<file path="src/rtl/fetch_ctrl.sv">
// Instruction-fetch sequencer: owns the PC, runs the imem req/ack handshake
// and produces the IR load pulse, with redirect and timeout handling.
module fetch_ctrl #(
    parameter int              AW      = 16,
    parameter logic [AW-1:0]   PC_RST  = '0,
    parameter int              TIMEOUT = 15
) (
    input  logic          clk,
    input  logic          rst,
    input  logic          run,
    input  logic          stall,
    input  logic          redirect,
    input  logic [AW-1:0] redirect_addr,
    output logic          mem_req,
    output logic [AW-1:0] mem_addr,
    input  logic          mem_ack,
    input  logic [15:0]   mem_rdata,
    output logic          ir_load,
    output logic [15:0]   ir_data,
    output logic [AW-1:0] pc,
    output logic          instr_valid,
    output logic          fetch_err
);

    localparam logic [1:0] IDLE  = 2'd0;
    localparam logic [1:0] FETCH = 2'd1;
    localparam logic [1:0] HOLD  = 2'd2;
    localparam logic [1:0] ERR   = 2'd3;

    localparam logic [7:0] TO_MAX = 8'(TIMEOUT);

    logic [1:0]    state;
    logic [7:0]    tcnt;
    logic          pend;
    logic [AW-1:0] pend_addr;

    always_ff @(posedge clk or negedge rst) begin
        if (!rst) begin
            state       <= IDLE;
            pc          <= PC_RST;
            mem_req     <= 1'b0;
            mem_addr    <= '0;
            ir_load     <= 1'b0;
            ir_data     <= '0;
            instr_valid <= 1'b0;
            fetch_err   <= 1'b0;
            tcnt        <= '0;
            pend        <= 1'b0;
            pend_addr   <= '0;
        end else begin
            ir_load <= 1'b0;
            case (state)
                IDLE: begin
                    if (redirect)
                        pc <= redirect_addr;
                    if (run) begin
                        state    <= FETCH;
                        mem_req  <= 1'b1;
                        mem_addr <= redirect ? redirect_addr : pc;
                    end
                end
                FETCH: begin
                    if (mem_ack) begin
                        tcnt    <= '0;
                        mem_req <= 1'b0;
                        pend    <= 1'b0;
                        // Stale data after a redirect; IDLE gives the one-cycle gap.
                        if (pend || redirect) begin
                            pc    <= redirect ? redirect_addr : pend_addr;
                            state <= IDLE;
                        end else begin
                            ir_data     <= mem_rdata;
                            ir_load     <= 1'b1;
                            pc          <= pc + AW'(1);
                            instr_valid <= 1'b1;
                            state       <= HOLD;
                        end
                    end else if (tcnt + 8'd1 == TO_MAX) begin
                        state     <= ERR;
                        mem_req   <= 1'b0;
                        fetch_err <= 1'b1;
                        tcnt      <= '0;
                        pend      <= 1'b0;
                    end else begin
                        tcnt <= tcnt + 8'd1;
                        if (redirect) begin
                            pend      <= 1'b1;
                            pend_addr <= redirect_addr;
                        end
                    end
                end
                HOLD: begin
                    if (redirect || !stall) begin
                        instr_valid <= 1'b0;
                        if (redirect)
                            pc <= redirect_addr;
                        if (run) begin
                            state    <= FETCH;
                            mem_req  <= 1'b1;
                            mem_addr <= redirect ? redirect_addr : pc;
                        end else begin
                            state <= IDLE;
                        end
                    end
                end
                default: begin
                end
            endcase
        end
    end

endmodule

</file>
<file path="config.mk">
export PLATFORM = sky130hd
export DESIGN_NAME = fetch_ctrl
export DESIGN_NICKNAME = d
export VERILOG_FILES = /design/src/rtl/fetch_ctrl.sv
export SDC_FILE = /design/constraint.sdc
export NUM_CORES = 1
export LEC_CHECK = 0
export CAP_MARGIN = 30
export CORE_AREA = 5 5 126 128
export CTS_CLUSTER_SIZE = 24
export DETAILED_ROUTE_END_ITERATION = 10
export DIE_AREA = 0 0 131 133
export PLACE_DENSITY_LB_ADDON = 0.12
export SLEW_MARGIN = 40
export SYNTH_ARGS = -nofsm -noshare
export SYNTH_HDL_FRONTEND = slang
export SYNTH_SLANG_ARGS = --single-unit
export TNS_END_PERCENT = 10
</file>
<file path="constraint.sdc">
create_clock -name clk -period 3.3 [get_ports clk]
set_input_delay 0.99 -clock clk [delete_from_list [all_inputs] [get_ports clk]]
set_output_delay 0.99 -clock clk [all_outputs]
set_load 0.01 [all_outputs]
</file>
==> results by group <==
STA
  – Highest clock frequency the design can meet: 0.366 GHz
  – Worst-case setup margin in the final layout: 566 ps
  – Clock Skews: 4.59 ps
  – Final worst path period need: 2730 ps
  – Final hold violations: 0
  – Setup TNS after final layout: 0 ps
  – Period Utilization, post-route: 82.9%
  – Final count of negative-setup-slack endpoints: 0
  – Worst Max-Slew Pin Slew: 677 ps
  – Worst Hold Margin: 464 ps
  – RSZ-0062 raised after global routing: false
  – Max-slew violation count: 0
  – Max transition margin: 54.8%

Pwr
  – Total power of the final layout: 2.18 mW
  – Total power density per cell area: 381 nW/um^2
  – Peak supply drop: 189 uV
  – Leakage power: 2.48 nW

Clock network
  – Number of levels in the clock H-tree: 3
  – Clock latency of the later-clocked register in the worst-skew pair: 340 ps
  – Post-CTS sizing: 0
  – Clk Tree Root Cell: sky130_fd_sc_hd__clkbuf_16
  – CTS clk-pin slew, worst paths: 60 ps
  – Num Clock Sinks: 79
  – Hold-fix buffers at CTS: 0
  – Number of setup buffers added after CTS: 0
  – Clock buffers created by TritonCTS: 9
  – CTS tree: done
  – Max Root-Sink Buffers: 2

Worst setup path
  – Type of the worst setup path: reg -> reg
  – WP data arrival: 2960 ps
  – Setup slack of the most critical reg-to-reg path: 570 ps
  – Biggest fanout along the worst timing path: 16
  – Required time reported for the critical path endpoint: 3530 ps
  – Nature of the critical path endpoint: flip-flop
  – Startpoint Class: flip-flop

Yosys
  – Mean post-synth cell area: 9.81 um^2
  – Portion of netlist area occupied by mux cells: 12.8%
  – Xor/xnor share of the synthesized area: 1.44%
  – Syn Inst Count: 434
  – Count of unique library cells instantiated by Yosys: 59
  – Ys flop type: sky130_fd_sc_hd__dfrtp_1
  – Dominant combinational cell family by area after synthesis: compound AO/OA/AOI/OAI gates
  – Proportion of synthesized flip-flops having asynchronous set or reset: 100%
  – Sequential-to-total area share from yosys stat: 46.4%
  – Number of warnings printed during yosys synthesis: 0
  – Post-synthesis net count: 479
  – Fraction of the mapped netlist area in adder cells: 2.06%
  – Area of the mapped netlist: 4260 um^2
  – Compound-cell area share of the yosys netlist: 17.5%
  – Number of synthesized flops with an enable pin: 0
  – Flop and latch count out of synthesis: 79
  – Area fraction in and, or, nand and nor cells after synthesis: 15.6%

Detailed routing
  – Total wire length: 12500 um
  – Final routed DRC violation total: 0
  – Detail-routed via count per cell: 5.10
  – Wire length per cell after detailed routing: 17.4 um
  – Via count: 3664
  – Post-detailed-route count of antenna-violating nets: 0
  – 1st-pass router iterations: 4
  – Initial detailed-routing violation count: 224

Floorplan
  – Horizontal die dimension: 131 um
  – Total die area: 17400 um^2
  – Top-level port count: 90
  – Die Y: 133 um
  – Initial core utilization: 28.9%
  – Area of the core: 14800 um^2
  – Number of placement rows: 45

Global route
  – Global route overflow: 0
  – Vias in the first global route: 3797
  – Antenna violations before repair: 0
  – Pin count of the biggest net entering global routing: 42
  – Wire length of the first global-routing pass: 20500 um
  – Overall fraction of global-route tracks in use: 15.0%

Min path
  – Worst hold-check path type: reg -> reg

Final layout
  – Core utilization of the finished layout: 38.7%
  – Highest-count cells in the layout ignoring fill and taps: sky130_fd_sc_hd__clkdlybuf4s50_1 (87), sky130_fd_sc_hd__dfrtp_1 (79), sky130_fd_sc_hd__nor2_1 (43)
  – Most frequent standard cell in the layout excluding fill and tap cells: sky130_fd_sc_hd__clkdlybuf4s50_1
  – Fraction of layout instances using a drive strength above 1: 14.2%
  – Number of antenna diodes: 0
  – Area grow syn2layout: 34.2%
  – Filler cell count: 1509
  – Net count, final: 570

Placement
  – HPWL after detailed placement: 8820 um
  – Pre-CTS setup slack: 296 ps
  – Final weighted congestion of routability-driven global placement: 0.808
  – Port Buf Inserts: 89

Flow run
  – Max Cap Viol: 0

Outcome
  – Run status: finished clean
flip-flops by register name (all words and copies together), names as in the netlist, 2 cells and up:
| signal | flops |
|---|---|
| ir_data | 16 |
| mem_addr | 16 |
| pc | 16 |
| pend_addr | 16 |
| state | 2 |
| tcnt | 8 |
cells in the mapped netlist (2+ instances only):
| cell type | n | share of area (%) |
|---|---|---|
| sky130_fd_sc_hd__a21oi_1 | 41 | 4.8 |
| sky130_fd_sc_hd__a211o_1 | 3 | 0.62 |
| sky130_fd_sc_hd__ha_1 | 7 | 2.1 |
| sky130_fd_sc_hd__a32oi_1 | 2 | 0.41 |
| sky130_fd_sc_hd__a31oi_1 | 9 | 1.3 |
| sky130_fd_sc_hd__clkbuf_1 | 14 | 1.2 |
| sky130_fd_sc_hd__a221oi_1 | 2 | 0.41 |
| sky130_fd_sc_hd__nand4_1 | 5 | 0.73 |
| sky130_fd_sc_hd__inv_1 | 12 | 1.1 |
| sky130_fd_sc_hd__dfrtp_1 | 79 | 46 |
| sky130_fd_sc_hd__o221ai_1 | 4 | 0.82 |
| sky130_fd_sc_hd__and3_1 | 2 | 0.29 |
| sky130_fd_sc_hd__nand2b_1 | 3 | 0.44 |
| sky130_fd_sc_hd__o22ai_1 | 10 | 1.5 |
| sky130_fd_sc_hd__buf_2 | 3 | 0.35 |
| sky130_fd_sc_hd__o21ai_0 | 23 | 2.7 |
| sky130_fd_sc_hd__buf_1 | 7 | 0.62 |
| sky130_fd_sc_hd__nand2_1 | 30 | 2.6 |
| sky130_fd_sc_hd__nor3_1 | 11 | 1.3 |
| sky130_fd_sc_hd__nand3b_1 | 2 | 0.35 |
| sky130_fd_sc_hd__o211ai_1 | 5 | 0.88 |
| sky130_fd_sc_hd__and4_1 | 2 | 0.41 |
| sky130_fd_sc_hd__or3_1 | 5 | 0.73 |
| sky130_fd_sc_hd__nor2b_1 | 6 | 0.88 |
| sky130_fd_sc_hd__nand3_1 | 13 | 1.5 |
| sky130_fd_sc_hd__nor2_1 | 44 | 3.9 |
| sky130_fd_sc_hd__xnor2_1 | 5 | 1.0 |
| sky130_fd_sc_hd__mux2_2 | 22 | 5.8 |
| sky130_fd_sc_hd__o21a_1 | 3 | 0.53 |
| sky130_fd_sc_hd__mux2_4 | 9 | 3.2 |
| sky130_fd_sc_hd__o2bb2ai_1 | 3 | 0.62 |
| sky130_fd_sc_hd__mux2i_1 | 16 | 3.8 |
| sky130_fd_sc_hd__nor4_1 | 4 | 0.59 |
| sky130_fd_sc_hd__xor2_1 | 2 | 0.41 |
| sky130_fd_sc_hd__o32ai_1 | 2 | 0.41 |
where the power goes:
part / internal [mW] / switching (mW) / total [mW]
combinational: 0.0741 / 0.0761 / 0.150
sequential: 0.974 / 0.0136 / 0.987
clock: 0.611 / 0.428 / 1.04
critical path, stage by stage, from the launching register on:
cell                       delay (ps)
sky130_fd_sc_hd__dfrtp_1          430
sky130_fd_sc_hd__ha_1             340
sky130_fd_sc_hd__and4_2           260
sky130_fd_sc_hd__o21ai_1           60
sky130_fd_sc_hd__or4b_1           620
sky130_fd_sc_hd__o211ai_4         180
sky130_fd_sc_hd__buf_4            340
sky130_fd_sc_hd__mux2_2           380
cell type report:
class                      count  area (um^2)  share of cell area [%]
clock inverter                 6         68.8                    1.21
tap                          188          235                    4.12
timing repair buffer         107         1030                    18.1
multi-input combinational    315         2110                    37.0
clock buffer                  10          239                    4.18
inverter                      13         48.8                   0.855
sequential                    79         1980                    34.6
path summary, 6_finish.rpt:
check	depth (start not counted)	end	startpoint
worst max register to register	7	pend_addr[4]	tcnt[1]
worst min-delay path	1	fetch_err	fetch_err
min in group asynchronous	1	mem_addr[13]	rst
worst max-delay path	7	pend_addr[4]	tcnt[1]
worst min register to register	1	fetch_err	fetch_err
max in group asynchronous	2	pc[1]	rst
metrics by stage:
| stage | std cells | area (um^2) |
|---|---|---|
| floorplan | 434 | 4260 |
| CTS | 718 | 5710 |
| global route | 718 | 5710 |
| global placement | 702 | 5390 |
| detailed placement | 702 | 5400 |
| finish | 718 | 5710 |
routing by layer:
layer	routed length [um]	GRT usage, %	share of wire (%)	vias to the layer above
met5	0	0	0	-
met4	233	5.60	1.9	0
met3	721	3.35	5.8	19
met2	5840	23.2	47	95
met1	5730	20.3	46	1782
li1	-	-	-	1768
logic make-up after synthesis:
logic type                 count (synthesis)
AOI/OAI and AO/OA                        118
xor gates and xnor gates                   7
adders and majority gates                  7
buffers and inverters                     40
DFF                                       79
muxes                                     47
and+or+nand+nor                          136
Note: power is estimated with default switching activity, not from simulation.
